==> src/rtl/dma_fifo_rd_ctrl.sv <==
// dma_fifo_rd_ctrl
// Read-side controller for the DMA FIFO RAM. It owns the read pointer and
// issues reads to a RAM with a registered read port. A 4-entry prefetch
// buffer absorbs the RAM's read latency and presents the data as a
// valid/ready stream.
// Build option: define DMA_FIFO_RD_LAT1_EN for a RAM whose read data register
// is bypassed (read latency 1 instead of 2).
// WR_PTR is registered once on entry. All issue and empty decisions use that
// registered copy, so a write pointer change reaches M_VALID LAT+2 cycles later.
module dma_fifo_rd_ctrl #(
  parameter  int WIDTH = 128,
  parameter  int DEPTH = 128,
  localparam int AW    = $clog2(DEPTH)
) (
  input  logic             CLOCK,
  input  logic             RESET_N,
  input  logic [AW:0]      WR_PTR,
  output logic [AW:0]      RD_PTR,
  input  logic             FLUSH,
  output logic             RAM_REN,
  output logic [AW-1:0]    RAM_RADDR,
  input  logic [WIDTH-1:0] RAM_RDATA,
  output logic             M_VALID,
  input  logic             M_READY,
  output logic [WIDTH-1:0] M_DATA,
  output logic             EMPTY
);

`ifdef DMA_FIFO_RD_LAT1_EN
  localparam int LAT = 1;
`else
  localparam int LAT = 2;
`endif

  logic [AW:0]      rd_ptr_q, rd_ptr_d;
  logic [AW:0]      wr_ptr_q, wr_ptr_d;
  logic [LAT-1:0]   infl_q, infl_d;
  logic [LAT:0]     infl_shift;
  logic [2:0]       occ_q, occ_d;
  logic [1:0]       head_q, head_d;
  logic [1:0]       tail_q, tail_d;
  logic [WIDTH-1:0] buf_q [4];
  logic [2:0]       infl_cnt;
  logic             ren;
  logic             push;
  logic             pop;

  // Count the reads still travelling through the RAM pipeline.
  always_comb begin
    infl_cnt = '0;
    for (int i = 0; i < LAT; i++) begin
      infl_cnt = infl_cnt + {2'b00, infl_q[i]};
    end
  end

  // Credit-based issue: buffered words plus reads in flight never exceed 4.
  assign ren  = !FLUSH && (wr_ptr_q != rd_ptr_q) &&
                (({1'b0, occ_q} + {1'b0, infl_cnt}) < 4'd4);
  assign push = infl_q[LAT-1] && !FLUSH;
  assign pop  = (occ_q != 3'd0) && M_READY && !FLUSH;

  // The in-flight shift register moves up one stage and takes this cycle's strobe at bit 0.
  assign infl_shift = {infl_q, ren};

  // Next-state logic for the pointers, the in-flight stages and the buffer bookkeeping.
  always_comb begin
    wr_ptr_d = WR_PTR;
    rd_ptr_d = rd_ptr_q;
    infl_d   = infl_shift[LAT-1:0];
    occ_d    = occ_q;
    head_d   = head_q;
    tail_d   = tail_q;
    if (FLUSH) begin
      rd_ptr_d = WR_PTR;
      infl_d   = '0;
      occ_d    = '0;
      head_d   = '0;
      tail_d   = '0;
    end else begin
      if (ren)  rd_ptr_d = rd_ptr_q + (AW+1)'(1);
      if (push) tail_d   = tail_q + 2'd1;
      if (pop)  head_d   = head_q + 2'd1;
      case ({push, pop})
        2'b10:   occ_d = occ_q + 3'd1;
        2'b01:   occ_d = occ_q - 3'd1;
        default: occ_d = occ_q;
      endcase
    end
  end

  // Control state registers; an asynchronous reset aborts any transfer in progress.
  always_ff @(posedge CLOCK or negedge RESET_N) begin
    if (!RESET_N) begin
      rd_ptr_q <= '0;
      wr_ptr_q <= '0;
      infl_q   <= '0;
      occ_q    <= '0;
      head_q   <= '0;
      tail_q   <= '0;
    end else begin
      rd_ptr_q <= rd_ptr_d;
      wr_ptr_q <= wr_ptr_d;
      infl_q   <= infl_d;
      occ_q    <= occ_d;
      head_q   <= head_d;
      tail_q   <= tail_d;
    end
  end

  // Prefetch storage has no reset; the data output is masked while the buffer is empty.
  always_ff @(posedge CLOCK) begin
    if (push) buf_q[tail_q] <= RAM_RDATA;
  end

  assign RD_PTR    = rd_ptr_q;
  assign RAM_REN   = ren;
  assign RAM_RADDR = rd_ptr_q[AW-1:0];
  assign M_VALID   = (occ_q != 3'd0);
  assign M_DATA    = (occ_q != 3'd0) ? buf_q[head_q] : '0;
  assign EMPTY     = (wr_ptr_q == rd_ptr_q) && (infl_cnt == 3'd0) && (occ_q == 3'd0);

  // Credits should make overflow impossible; a push into a full buffer is a design error.
  a_no_overflow: assert property (@(posedge CLOCK) disable iff (!RESET_N)
                                  !(push && (occ_q == 3'd4)));

endmodule
==> config.mk <==
export PLATFORM = sky130hd
export DESIGN_NAME = dma_fifo_rd_ctrl
export DESIGN_NICKNAME = d
export VERILOG_FILES = /design/src/rtl/dma_fifo_rd_ctrl.sv
export SDC_FILE = /design/constraint.sdc
export NUM_CORES = 1
export LEC_CHECK = 0
export ABC_AREA = 1
export BUFFER_PORTS_ARGS = -buffer_cell sky130_fd_sc_hd__buf_2
export CAP_MARGIN = 5
export CELL_PAD_IN_SITES_DETAIL_PLACEMENT = 1
export CELL_PAD_IN_SITES_GLOBAL_PLACEMENT = 1
export CORE_MARGIN = 2
export CORE_UTILIZATION = 50
export DETAILED_ROUTE_END_ITERATION = 10
export PLACE_DENSITY_LB_ADDON = 0.3
export SLEW_MARGIN = 20
export SYNTH_ARGS = -nofsm -noshare
export SYNTH_HDL_FRONTEND = slang
export SYNTH_SLANG_ARGS = --single-unit
==> constraint.sdc <==
create_clock -name CLOCK -period 12.5 [get_ports CLOCK]
set_input_delay 0 -clock CLOCK [delete_from_list [all_inputs] [get_ports CLOCK]]
set_output_delay 0 -clock CLOCK [all_outputs]
set_load 0.01 [all_outputs]
Yosys cells after proc, flatten, opt, wreduce, memory -nomap -nowiden
Memories as Yosys holds them, arrays and structs flattened.
Index checks and enable logic that the tools add are counted.
- register bits after elaboration: 25
- memory bits (writable): 512
- input port bits: 140
- output and inout bits: 146
- logic and storage cells: 46
- memories: 1
- $add $sub $neg: 7
- $lt $le $gt $ge: 1
- equal/unequal tests: 4
- multiplexer cells: 12
- reductions and logical operators: 15
- memory list (name ; depth ; bits a word ; rd ports ; clocked after memory_dff ; write ports ; RTL line ; RTL):
    buf_q ; 4 ; 128 ; 1 ; 0 ; 1 ; 42 ; logic [WIDTH-1:0] buf_q [4];
- operators by type and width (kind ; count):
    2-to-1 mux 128 bit ; 1
    2-to-1 mux 8 bit ; 2
    2-to-1 mux 2 bit ; 5
    adder 8 x 1 -> 8 bit (second input constant) ; 1
    equality test 8 bit ; 1
    != test 8 bit ; 1
    logical AND 1 bit ; 7
    logical NOT 3 bit ; 2
    one-hot mux 3 bit (2 select lines) ; 1
    nonzero test 2 bit ; 3
    nonzero test 3 bit ; 2
    adder 2 x 1 -> 2 bit (second input constant) ; 2
    adder 3 x 2 -> 4 bit ; 1
    < comparator 4 x 3 -> 1 bit (second input constant) ; 1
    adder 3 x 1 -> 3 bit (second input constant) ; 1
    2-to-1 mux 3 bit ; 1
    subtractor 3 x 1 -> 3 bit (second input constant) ; 1
    adder 1 x 1 -> 2 bit ; 1
    equality test 2 x 1 -> 1 bit (second input constant) ; 1
    equality test 2 bit (second input constant) ; 1
    2-to-1 mux 1 bit ; 2
    logical NOT 1 bit ; 1

Depth between registers and ports, before layout
Gate-level depths: netlist of the first run.
- word-level depth: 6
- depth in mapped cells: 10
- gate-level depth less buffers: 10

Worst setup path after synthesis of the first run
OpenSTA, ideal clock, no wires.
- kind: register -> register
- start: register tail_q[0]
- end: memory buf_q[2][0] (enable)
- library setup time: 617 ps
- data arrival time: 5932 ps
- data required time: 11883 ps
- setup slack: 5951 ps
- stages on the path, launching flop included: 5
- path buffers: 0
- period minus slack after synthesis: 6549 ps
- path through: dfrtp_1 > inv_1 > ha_1 > inv_1 > nor2_1
- RTL lines (what ; RTL line ; RTL):
    start, declared ; 41 ; logic [1:0] tail_q, tail_d;
    start signal, assigned ; 106 ; tail_q <= tail_d;
    end, declared ; 42 ;
Straight into the memory's write port.

Final worst setup path of the first run
- start: register head_q[0]
- end: output port M_DATA[39]
- longest elaborated chain between the ends: 2
- ends and longest elaborated chain (what ; RTL line ; RTL):
    start, declared ; 40 ; logic [1:0] head_q, head_d;
    start signal, assigned ; 98 ; head_q <= '0;
    start signal, assigned ; 105 ; head_q <= head_d;
    memory read (4 x 128 bit) ; - ;
    2-to-1 mux 128 bit ; 119 ; assign M_DATA = (occ_q != 3'd0) ? buf_q[head_q] : '0;
    end, declared ; 25 ; output logic [WIDTH-1:0] M_DATA,
Every way passes these cells.

==> reports/qor.csv, run 1 <==
metric;value;unit
dieArea;44400;µm²
arrival;4530;ps
fin_crit;4530;ps
switching_share;34.3;%
synth_area;21400;µm²
internal_power;3350;µW
muxShareOfSynthArea;0;%
hp-class;in -> reg;
grt_start_max_net_pins;150;
instances_no_fill;2676;
p_per_area;196;nW/µm²
synth-seq-cells;537;
fillCellCount;4225;
seq_area_frac_synth;74.9;%
start_kind;flip-flop;
syn_avg_cell_area;12.5;µm²
synth_top_family_by_area;simple AND/OR/NAND/NOR gates;
antenna_found_initial;5;
power_frac_clock;29.9;%
cp_max_fo;92;
cts_resized;0;
clock_sinks;537;
ant_nets;0;
register_area;16000;µm²
p_comb_share;28.5;%
slew_viol_final;0;
cp_slowest_cell;dfrtp_4;
synth_xor_area_share;0.369;%
synth_edf_count;512;
setup_viol;0;
drt-total-wl;63000;µm
synth_cell_types;30;
post_cts_buffers;0;
cts_root_buf;clkbuf_16;
synth-simple-area-share;11.0;%
path_cells;buf_4 -> buf_4 -> nor2_1 -> nor2_1 -> o21ai_1 -> a21oi_1 -> buf_2;
ys_warn_count;0;
fin_ws;7970;ps
via_per_inst;5.64;
dp_cells;2436;
area.growth.synth_to_final;21.6;%
grt_usage;28.4;%
row_count;75;
status;completed;
cpPeakStageDelay;1030;ps
synthAdderAreaFrac;0.562;%
fp.dieH;211;µm
fmax;0.221;GHz
htree_levels;2;
required;12500;ps
finalInstanceArea;26000;µm²
hpwl;32800;µm
post-route-period-util;36.2;%
yosys.area.top_type;edfxtp_1;
drtIter0Drc;1162;
grt_pass1_wl;95700;µm
drc;0;
peakVddDrop;0.143;mV
tightest_slew;1110;ps
synth_top_area_share;72.0;%
io_buffers;285;
clk_path_buf_depth;3;
coreArea;42000;µm²
max_slew_margin;26.2;%
p_leak;0.00957;µW
crit_path_end_kind;output pin;
syn-num-nets;1858;
hold_viol_final;0;
dp_slack;8730;ps
grt_pass1_vias;16500;
path_buf_inv;3;
drive_gt1_share;18.2;%
overflow;0;
num_vias;15100;
path_clk_slew;60;ps
synth.most_common_cell;nor2_1;
first_pass_iters;5;
die_x;211;µm
gp_congestion;0.769;
cts_hold_buf;141;
drv_cap;0;
initial_utilization;50.8;%
synth-compound-area-share;9.36;%
switchingPower;1750;µW
cp_top_family;buffers and inverters;
synthFlopType;edfxtp_1;
tns;0;ps
seqPwrFrac;41.6;%
multiInputGateArea;4590;µm²
skew;18.2;ps
cts_buffers;54;
nets;2243;
async_flop_share;4.66;%
ioPinCount;286;
synth_common_cells;nor2_1 (523), edfxtp_1 (512), o21ai_1 (173);
synthTopCellsByArea;edfxtp_1 (72%), nor2_1 (9.2%), o21ai_1 (4.1%), a21oi_1 (3.0%), dfrtp_1 (2.9%);
crit_type;reg -> out;
cts_tree;yes;
clock_latency;600;ps
drt-wirelength-per-cell;23.5;µm
rsz0062_at_grt;false;
place_area;22900;µm²
netlist_instances;1709;
per-stage QoR:
stage	utilization, %	hold slack, ps	power, µW
5_1_grt	61.8	85.1	5320
2_1_floorplan	-	-296	3010
6_report	61.8	84.8	5100
3_3_place_gp	54.5	65.7	3480
3_5_place_dp	54.5	69.7	3540
4_1_cts	61.8	42.6	5090
area by class of cell:
class / instances / area share [%]
repair buffers: 440 / 11.4
clock inverters: 20 / 0.549
flip-flops and latches: 537 / 61.6
multi-input cells: 1030 / 17.7
clock buffers: 74 / 5.65
diodes: 5 / 0.0482
inverters: 31 / 0.501
well taps: 539 / 2.60
routing by layer:
metal  GRT usage, %  vias to the layer above  part of all wire (%)
met5              0                        -                     0
met4           9.54                        0                   2.7
met3           5.65                      132                   5.9
met2           51.3                      531                    53
met1           33.9                     7670                    39
li1               -                     6772                     -
registers in the layout (all words and copies together) (netlist names):
signal and count:
wr_ptr_q 8, infl_q 2, tail_q 2, buf_q 512, head_q 2, RD_PTR 8, occ_q 3
kinds of logic (layout without fill, tap and decap cells):
family / Yosys count / after routing
XOR/XNOR: 9 / 9
adder cells (fa/ha/maj): 9 / 9
buffers and inverters: 142 / 565
other: 0 / 5
AO/OA/AOI/OAI: 398 / 398
flip-flops: 537 / 537
AND/OR/NAND/NOR: 614 / 614
path summary, 6_finish.rpt:
check                                from           to  slack (ps)  cells after the start
worst max-delay path            head_q[0]   M_DATA[39]        7970                      7
worst min-delay path            WR_PTR[1]  wr_ptr_q[1]          80                      2
worst max register to register  head_q[1]    head_q[1]        9630                      4
worst min register to register  infl_q[0]    infl_q[1]         550                      2
max in group asynchronous         RESET_N    head_q[0]       11860                      4
min in group asynchronous         RESET_N    tail_q[1]         470                      4
cells in the final DEF (no fill, tap or decap), types with 23 or more instances in the layout:
master	count
a21oi_1	130
o21ai_0	92
dfrtp_1	23
nand2_1	65
edfxtp_1	512
dlygate4sd3_1	140
clkbuf_16	55
inv_1	23
nor2_1	519
buf_2	285
o21ai_1	173
power groups by stage:
stage / Sequential, µW / Clock (µW) / Combinational [µW]
6_report: 2120 / 1530 / 1450
5_1_grt: 2130 / 1610 / 1580
4_1_cts: 2120 / 1530 / 1430
3_5_place_dp: 2160 / 0 / 1380
3_3_place_gp: 2150 / 0 / 1330
2_1_floorplan: 2110 / 0 / 890
Power figures use the tool's default switching activity.
==> inputs of run 2 (changes only) <==
--- a/config.mk
+++ b/config.mk
@@ -11,7 +11,7 @@
 export CELL_PAD_IN_SITES_DETAIL_PLACEMENT = 1
 export CELL_PAD_IN_SITES_GLOBAL_PLACEMENT = 1
 export CORE_MARGIN = 2
-export CORE_UTILIZATION = 50
+export CORE_UTILIZATION = 46
 export DETAILED_ROUTE_END_ITERATION = 10
 export PLACE_DENSITY_LB_ADDON = 0.3
 export SLEW_MARGIN = 20
==> constraint.sdc (replaced) <==
create_clock -name CLOCK -period 4.7 [get_ports CLOCK]
set_input_delay 0 -clock CLOCK [delete_from_list [all_inputs] [get_ports CLOCK]]
set_output_delay 0 -clock CLOCK [all_outputs]
set_load 0.01 [all_outputs]
==> run 2 against run 1 <==
Clock power increased to 2.7 times the previous value. Via count decreased by 1.4%. Die area increased by 8.5%. Largest power group unchanged.
==> reports/qor.csv, run 2 (synthesis results as in run 1) <==
metric;value;unit;change
grt_pass1_wl;90200;µm;was 95,700 µm
grt_use_met2;43.6;%;was 51.3%
cts_resized;0;;unchanged
drive_gt1_share;18.8;%;was 18.2%
io_buffers;285;;unchanged
hpwl;31900;µm;was 32,800 µm
place_area;23100;µm²;was 22,900 µm²
arrival;3340;ps;was 4530 ps
finish.utilization;57.6;%;was 61.8%
cp_top_family;buffers and inverters;;unchanged
die_x;220;µm;was 211 µm
ant_nets;0;;unchanged
crit_path_end_kind;output pin;;unchanged
area.growth.synth_to_final;22.8;%;was 21.6%
busiest_layer;met2;;unchanged
setup_viol;0;;unchanged
grt_usage;24.5;%;was 28.4%
mostFrequentLayoutCells;nor2_1 (519), edfxtp_1 (512), buf_2 (285);;unchanged
reg2reg_from;infl_q[1];;was head_q[1]
rrSetupSlack;2310;ps;was 9630 ps
post-route-period-util;71.0;%;
hold_viol_final;0;;unchanged
instances_no_fill;2743;;was 2,676
largest_reg_flops;512;;unchanged
required;4700;ps;was 12,500 ps
cp_max_fo;76;;was 92
start_kind;flip-flop;;unchanged
first_pass_iters;5;;unchanged
clock_latency;600;ps;about the same
grt_pass1_vias;16200;;was 16,500
nets;2248;;was 2,243
cts_root_buf;clkbuf_16;;unchanged
clock_sinks;537;;unchanged
crit_type;reg -> out;;unchanged
coreArea;45600;µm²;was 42,000 µm²
drc;0;;unchanged
overflow;0;;unchanged
p_per_area;523;nW/µm²;was 196 nW/µm²
clk_path_buf_depth;3;;unchanged
hold_start;WR_PTR[5];;was WR_PTR[1]
tightest_slew;1080;ps;was 1110 ps
p_leak;0.00967;µW;was 0.00957 µW
initial_utilization;46.9;%;was 50.8%
gp_congestion;0.794;;was 0.769
max_slew_margin;27.9;%;was 26.2%
skew;11.7;ps;was 18.2 ps
hold_ws;63.6;ps;was 84.8 ps
antenna_found_initial;5;;unchanged
dp_cells;2502;;was 2,436
num_vias;14900;;was 15,100
fin_crit;3340;ps;
r2r_end;buf_q[1][95];;was head_q[1]
peakVddDrop;0.420;mV;was 0.143 mV
min_to;wr_ptr_q[5];;was wr_ptr_q[1]
ff2ff_path_depth;4;;unchanged
path_clk_slew;60;ps;about the same
drt-wirelength-per-cell;21.6;µm;was 23.5 µm
tns;0;ps;unchanged
status;completed;;unchanged
cp_slowest_cell;dfrtp_4;;unchanged
fp.dieH;220;µm;was 211 µm
holdPathStages;2;;unchanged
htree_levels;2;;unchanged
finalInstanceArea;26200;µm²;was 26,000 µm²
path_cells;inv_4 -> buf_12 -> nor2_1 -> o21ai_1 -> a21oi_1 -> buf_2;;was buf_4 -> buf_4 -> nor2_1 -> nor2_1 -> o21ai_1 -> a21oi_1 -> buf_2
rsz0062_at_grt;false;;unchanged
drt-total-wl;59100;µm;was 63,000 µm
cpPeakStageDelay;1000;ps;was 1030 ps
drtIter0Drc;966;;was 1,162
cts_buffers;54;;unchanged
use_met3;4.94;%;was 5.65%
layout_commonest_cell;nor2_1;;unchanged
use_met1;30.0;%;was 33.9%
hp-class;in -> reg;;unchanged
fmax;0.300;GHz;
cts_tree;yes;;unchanged
critPathLaunch;head_q[1];;was head_q[0]
dieArea;48200;µm²;was 44,400 µm²
via_per_inst;5.43;;was 5.64
row_count;78;;was 75
slew_viol_final;0;;unchanged
path_buf_inv;3;;unchanged
drv_cap;0;;unchanged
grt_start_max_net_pins;132;;was 150
ioPinCount;286;;unchanged
regMostFlops;buf_q;;unchanged
## run 2: changes by cell type in the layout (fill, tap and decap cells not counted)
cell,previous run,this run
inv_8,1,0
clkinv_1,12,9
clkinvlp_4,0,1
clkbuf_1,17,15
clkinv_2,5,12
buf_6,1,0
diode_2,5,3
clkbuf_16,55,57
clkinv_4,1,0
buf_12,1,7
clkbuf_8,2,0
bufinv_16,2,4
## run 2: worst register-to-register path: stages, from the launching register on
cell	delay (ps)
dfrtp_1	420
nand2_1	290
nor2_4	180
buf_4	430
buf_4	670
## run 2: layout make-up
type | count | area (µm²)
fillers | 4681 | 19300
flip-flops and latches | 537 | 16000
multi-input cells | 1030 | 4590
repair buffers | 445 | 3070
clock buffers | 72 | 1480
well taps | 600 | 751
clock inverters | 25 | 216
inverters | 31 | 128
diodes | 3 | 7.51
## run 2: what timing repair did
item	in CTS	in global routing
setup buffers	0	0
hold buffers	141	0
hold endpoints to repair	560	0
## run 2: worst max-delay path by stage
| stage | to | slack, ps | cells past startpoint |
|---|---|---|---|
| after floorplan | buf_q[2][0] | -1850 | 4 |
| after global placement | M_DATA[121] | 2090 | 6 |
| after detailed placement | M_DATA[121] | 2050 | 6 |
| after CTS | M_DATA[24] | 1380 | 6 |
| after global routing | M_DATA[24] | 1190 | 6 |
| final | M_DATA[24] | 1360 | 6 |
## run 2: stage by stage
| step | setup slack [ps] | total power (µW) |
|---|---|---|
| after floorplan | -1850 | 7990 |
| after global placement | 2090 | 9380 |
| after detailed placement | 2050 | 9490 |
| after CTS | 1380 | 13800 |
| after global routing | 1190 | 14300 |
| final | 1360 | 13700 |
## run 2: report_power, final
part           internal, µW  switching, µW
Combinational          1260           2640
Clock                  2420           1780
Sequential             5420            188
## run 2: per-layer routing
metal  vias up  share of wire, %  wire (µm)
li1       6780                 -          -
met1      7584                41      24000
met2       417                51      30400
met3       103               5.6       3310
met4         6               2.4       1400
met5         -             0.069         41
